==> config.mk <==
export PLATFORM = sky130hd
export DESIGN_NAME = dl_pipe_reg
export DESIGN_NICKNAME = d
export VERILOG_FILES = /design/src/rtl/dl_pkg.sv /design/src/rtl/dl_pipe_stage.sv /design/src/rtl/dl_pipe_reg.sv
export SDC_FILE = /design/constraint.sdc
export NUM_CORES = 1
export LEC_CHECK = 0
export ABC_AREA = 1
export BUFFER_PORTS_ARGS = -buffer_cell sky130_fd_sc_hd__buf_2
export CORE_UTILIZATION = 48
export DETAILED_ROUTE_END_ITERATION = 6
export PLACE_DENSITY_LB_ADDON = 0.25
export SETUP_SLACK_MARGIN = 0.05
export SLEW_MARGIN = 30
export SYNTH_ARGS = -nofsm -noshare
export SYNTH_HDL_FRONTEND = slang
export SYNTH_SLANG_ARGS = --single-unit
==> constraint.sdc <==
create_clock -name clk -period 1.6 [get_ports clk]
set_clock_uncertainty 0.15 [all_clocks]
set_input_delay 0.08 -clock clk [delete_from_list [all_inputs] [get_ports clk]]
set_output_delay 0.08 -clock clk [all_outputs]
set_load 0.03 [all_outputs]
==> src/rtl/dl_pkg.sv <==
// Shared helpers for the dl_pipe_reg elastic pipeline slice.
package dl_pkg;

    // Width of a counter that has to hold every value from 0 to n inclusive.
    function automatic int CNT_W(input int n);
        return $clog2(n + 1);
    endfunction

endpackage : dl_pkg

==> src/rtl/dl_pipe_stage.sv <==
// One elastic pipeline stage: a valid bit plus a data register, and the
// local link of the ready chain (an empty stage is always ready).
module dl_pipe_stage
    import dl_pkg::*;
#(
    parameter int unsigned           NUM_BITS  = 32,
    parameter logic [NUM_BITS-1:0]   RESET_VAL = '0
) (
    input  logic                clk,
    input  logic                rst,
    input  logic                flush,
    input  logic                up_valid,
    input  logic [NUM_BITS-1:0] up_data,
    input  logic                down_ready,
    output logic                valid,
    output logic [NUM_BITS-1:0] data,
    output logic                rdy
);

    // Bubble collapsing: an empty slot accepts regardless of downstream.
    always_comb begin
        rdy = !valid || down_ready;
    end

    // Valid bit: reset and flush clear it, otherwise it follows upstream
    // whenever this stage is allowed to advance.
    always_ff @(posedge clk) begin
        if (rst) begin
            valid <= 1'b0;
        end else if (flush) begin
            valid <= 1'b0;
        end else if (rdy) begin
            valid <= up_valid;
        end
    end

    // Data register: only loads real data, so it holds across bubbles and
    // across a flush.
    always_ff @(posedge clk) begin
        if (rst) begin
            data <= RESET_VAL;
        end else if (!flush && rdy && up_valid) begin
            data <= up_data;
        end
    end

endmodule : dl_pipe_stage

==> src/rtl/dl_pipe_reg.sv <==
// Multi-stage elastic pipeline register with valid/ready on both sides,
// bubble collapsing, synchronous flush and a registered occupancy count.
module dl_pipe_reg
    import dl_pkg::*;
#(
    parameter int unsigned           NUM_BITS   = 32,
    parameter int unsigned           NUM_STAGES = 2,
    parameter logic [NUM_BITS-1:0]   RESET_VAL  = '0
) (
    input  logic                              clk,
    input  logic                              rst,
    input  logic                              flush,
    input  logic                              in_valid,
    output logic                              in_ready,
    input  logic [NUM_BITS-1:0]               in_data,
    output logic                              out_valid,
    input  logic                              out_ready,
    output logic [NUM_BITS-1:0]               out_data,
    output logic [CNT_W(NUM_STAGES)-1:0]      count
);

    localparam int CW = CNT_W(NUM_STAGES);

    if (NUM_STAGES < 1) begin : g_bad_depth
        $error("dl_pipe_reg: NUM_STAGES must be at least 1");
    end

    logic [NUM_STAGES-1:0] valid_vec;
    logic                  in_xfer;
    logic                  out_xfer;
    logic [CW-1:0]         count_next;

    // Each stage keeps its neighbour links in its own generate scope; the
    // ready chain runs from the last stage back to stage 0, so keeping the
    // links as separate scalars avoids one vector that feeds itself.
    for (genvar k = 0; k < NUM_STAGES; k++) begin : g_stage
        logic                stage_valid;
        logic [NUM_BITS-1:0] stage_data;
        logic                stage_rdy;
        logic                up_valid;
        logic [NUM_BITS-1:0] up_data;
        logic                down_ready;

        if (k == 0) begin : g_first
            assign up_valid = in_valid;
            assign up_data  = in_data;
        end else begin : g_inner_up
            assign up_valid = g_stage[k-1].stage_valid;
            assign up_data  = g_stage[k-1].stage_data;
        end

        if (k == NUM_STAGES - 1) begin : g_last
            assign down_ready = out_ready;
        end else begin : g_inner_down
            assign down_ready = g_stage[k+1].stage_rdy;
        end

        dl_pipe_stage #(
            .NUM_BITS  (NUM_BITS),
            .RESET_VAL (RESET_VAL)
        ) u_stage (
            .clk        (clk),
            .rst        (rst),
            .flush      (flush),
            .up_valid   (up_valid),
            .up_data    (up_data),
            .down_ready (down_ready),
            .valid      (stage_valid),
            .data       (stage_data),
            .rdy        (stage_rdy)
        );

        assign valid_vec[k] = stage_valid;
    end

    // Port glue: input side gated by flush, output side is the last stage.
    always_comb begin
        in_ready  = g_stage[0].stage_rdy && !flush;
        out_valid = g_stage[NUM_STAGES-1].stage_valid;
        out_data  = g_stage[NUM_STAGES-1].stage_data;
        in_xfer   = in_valid && in_ready;
        out_xfer  = out_valid && out_ready;
    end

    // Occupancy bookkeeping: one in and one out in the same cycle cancel.
    always_comb begin
        count_next = count;
        if (in_xfer && !out_xfer) begin
            count_next = count + CW'(1);
        end else if (out_xfer && !in_xfer) begin
            count_next = count - CW'(1);
        end
    end

    // Occupancy register: cleared by reset and by flush.
    always_ff @(posedge clk) begin
        if (rst || flush) begin
            count <= '0;
        end else begin
            count <= count_next;
        end
    end

    a_count_matches_valid : assert property (
        @(posedge clk) disable iff (rst)
        count == CW'($countones(valid_vec))
    );

    a_full_stall_blocks_input : assert property (
        @(posedge clk) disable iff (rst)
        (&valid_vec && !out_ready) |-> !in_ready
    );

endmodule : dl_pipe_reg

==> metrics.md <==
| Metric | Value |
|---|---|
| Run status | complete, no violations |
| RSZ-0062 raised after global routing | no |
| Register area share after synthesis | 44.0% |
| Yosys reg bits | 68 |
| Internal power | 2510 uW |
| Flop pwr share | 52.7% |
| Post-synth EDFFs | 0 |
| Clock root buffer | clkbuf_8 |
| Vias in the first global route | 2759 |
| DRT iter0 DRCs | 182 |
| Post-Place Cell Area | 0.00347 mm^2 |
| CP peak stage delay | 0.37 ns |
| DIE AREA | 0.00677 mm^2 |
| # DRC | 0 |
| Drt first pass iters | 4 |
| # nets final | 589 |
| MaxCap Viol Count | 0 |
| Worst endpoint required time | 1.37 ns |
| Share of the synthesized area in the top cell type | 44.0% |
| Top cells by area, synth | dfxtp_1 44%, inv_1 13%, nand2_1 12% |
| Worst Path Buf+Inv | 3 |
| CTS sink cnt | 68 |
| Top cell family by delay on the critical path | flip-flops |
| Area leader, netlist | dfxtp_1 |
| DRT Wirelength | 7420 um |
| Clock Latency Late Sink | 0.34 ns |
| Worst-Margin Slew | 0.374 ns |
| Comb pwr share | 13.0% |
| Element type at the critical path end | output port |
| Minimum clock period | 1.48 ns |
| Wirelength per Cell | 11.8 um |
| I/O pin count | 73 |
| Pleak | 0.00209 uW |
| TNS Setup | 0 ns |
| Peak supply drop | 0.489 mV |
| Largest net degree at the start of global routing | 35 |
| Via Count | 2995 |
| PnR worst setup slack | 0.119 ns |
| DIE WIDTH | 82.3 um |
| Final period utilization | 92.6% |
| Slowest CP cell | dfxtp_4 |
| Top FF cell, synth | dfxtp_1 |
| Max-slew headroom | 75.1% |
| Fmax | 675 MHz |
| Port Buffers | 72 |
| Power Density | 848 mW/mm^2 |
| Asr flop ratio synth | 0% |
| Count of final hold-check violations | 0 |
| Synthesized area per cell | 6.89 um^2 |
| Initial Util | 51.1% |
| Most common cell after layout, fill and taps aside | inv_1 |
| Vias per inst | 4.75 |
| Switch Pwr | 891 uW |
| Initial antenna violation count | 0 |
| Post-layout util | 66.1% |
| N_diodes | 0 |
| FP Rows | 28 |
| CORE AREA | 0.00606 mm^2 |
| Cell Area, Synth | 0.00310 mm^2 |
| H-Tree Depth | 3 |
| Global-route wire length before repair | 12200 um |
| Die Y-Extent | 82.3 um |
| Crit Path Class | register to output port |
| CTS tree | done |
| Placer congestion estimate | 0.833 |
| Clock Path Buffers | 2 |
| Post-Syn Instances | 449 |
| Dpl ws | 0.215 ns |
| HPWL after DPL | 4410 um |
| CP cell instances | nand3_4, buf_12, nand2_1, inv_1, clkbuf_4 |
| Area grow syn2layout | 29.5% |
| Clock power frac | 34.2% |
| Arr. time, crit path | 1.25 ns |
| Crit start category | register |
| Reg clk slew, reported paths | 0.07 ns |
| Share of cells above drive strength 1 | 20.3% |
| Antenna Nets Post-Route | 0 |
| Num CTS Buffers | 9 |
| Setup Viol. Count Final | 0 |
| Switching Fraction | 26.2% |
| Synthesized Nets | 487 |
| CP Max Fanout | 5 |
| Final Max Tran Viols | 0 |
| Most frequent cells in the layout | 104 x inv_1, 103 x nand2_1, 71 x buf_2 |
| Warnings, synthesis | 0 |
| Total global-route track usage | 23.7% |
| Post-synth cell types | 20 |
| Worst hold path class | input pin to register |
| Total gr overflow | 0 |
| Final cell area excluding filler cells | 0.00401 mm^2 |
cell type report:
class / instances / area, um^2
Tap cell: 75 / 93.8
Fill cell: 539 / 2050
Timing Repair Buffer: 120 / 833
Sequential cell: 68 / 1370
Clock buffer: 13 / 139
Multi-Input combinational cell: 244 / 1160
Inverter: 108 / 405
Clock inverter: 3 / 15.0
Yosys cell counts, types with 2 or more instances:
cell type and number:
clkbuf_1 4, a21oi_2 2, inv_1 105, nand3_1 33
buf_6 6, buf_4 3, a21oi_1 33, inv_2 2
dfxtp_1 68, nor2_1 34, nand4_1 32, nand2_1 103
buf_2 16, nand3_4 2
worst paths after layout:
| kind | start | end | slack, ns | cells past startpoint |
|---|---|---|---|---|
| min | rst | g_stage[0].u_stage.data[11]$_SDFFE_PP0P_ | 0.06 | 5 |
| max | g_stage[1].u_stage.valid$_SDFFE_PP0P_ | in_ready | 0.12 | 5 |
| max reg2reg | g_stage[1].u_stage.valid$_SDFFE_PP0P_ | count[0]$_SDFFE_PP0P_ | 0.19 | 7 |
| min reg2reg | g_stage[1].u_stage.data[21]$_SDFFE_PP0P_ | g_stage[1].u_stage.data[21]$_SDFFE_PP0P_ | 0.31 | 2 |
metal layers:
metal  track usage (%)  wire length, um  vias to the layer above
met5                 0                0                        -
met4              12.1              136                        0
met3              4.07              382                       12
met2              41.3             3700                       84
met1              27.8             3200                     1339
li1                  -                -                     1560
per-stage QoR:
| stage | total power, uW | cells | hold WS (ns) |
|---|---|---|---|
| after floorplan | 2100 | 449 | 0.136 |
| after global placement | 2200 | 579 | 0.255 |
| after detailed placement | 2210 | 579 | 0.264 |
| after CTS | 3420 | 627 | 0.0483 |
| after global routing | 3570 | 631 | 0.0718 |
| final | 3400 | 631 | 0.0637 |
worst register-to-register path, delay by kind of cell, from the launching register on:
| kind | cells | cell delay (ns) |
|---|---|---|
| adders and majority gates | 1 | 0.24 |
| AOI/OAI and AO/OA | 2 | 0.23 |
| and+or+nand+nor | 2 | 0.20 |
| buffers and inverters | 2 | 0.09 |
| DFF | 1 | 0.37 |
kinds of logic after synthesis:
logic type                 synth area share (%)
AOI/OAI and AO/OA                          6.06
and+or+nand+nor                            30.5
buffers and inverters                      19.1
adders and majority gates                 0.404
DFF                                        44.0
power groups by stage:
stage	sequential [uW]	combinational (uW)	clock, uW
3_5_place_dp	1830	376	0
2_1_floorplan	1840	257	0
3_3_place_gp	1830	371	0
6_report	1790	443	1160
4_1_cts	1790	438	1190
5_1_grt	1800	503	1270
flip-flops by register name, summed over array words and instances, names as in the netlist:
name and flops:
g_stage.u_stage.data 64, g_stage.u_stage.valid 2, count 2
repair_timing:
action	in CTS	in global routing
setup endpoints to repair	1	1
cloned	0	1
hold buffers	32	0
resized for setup	3	2
hold endpoints to repair	32	0
buffers inserted	0	3
(Power assumes the default switching activity.)
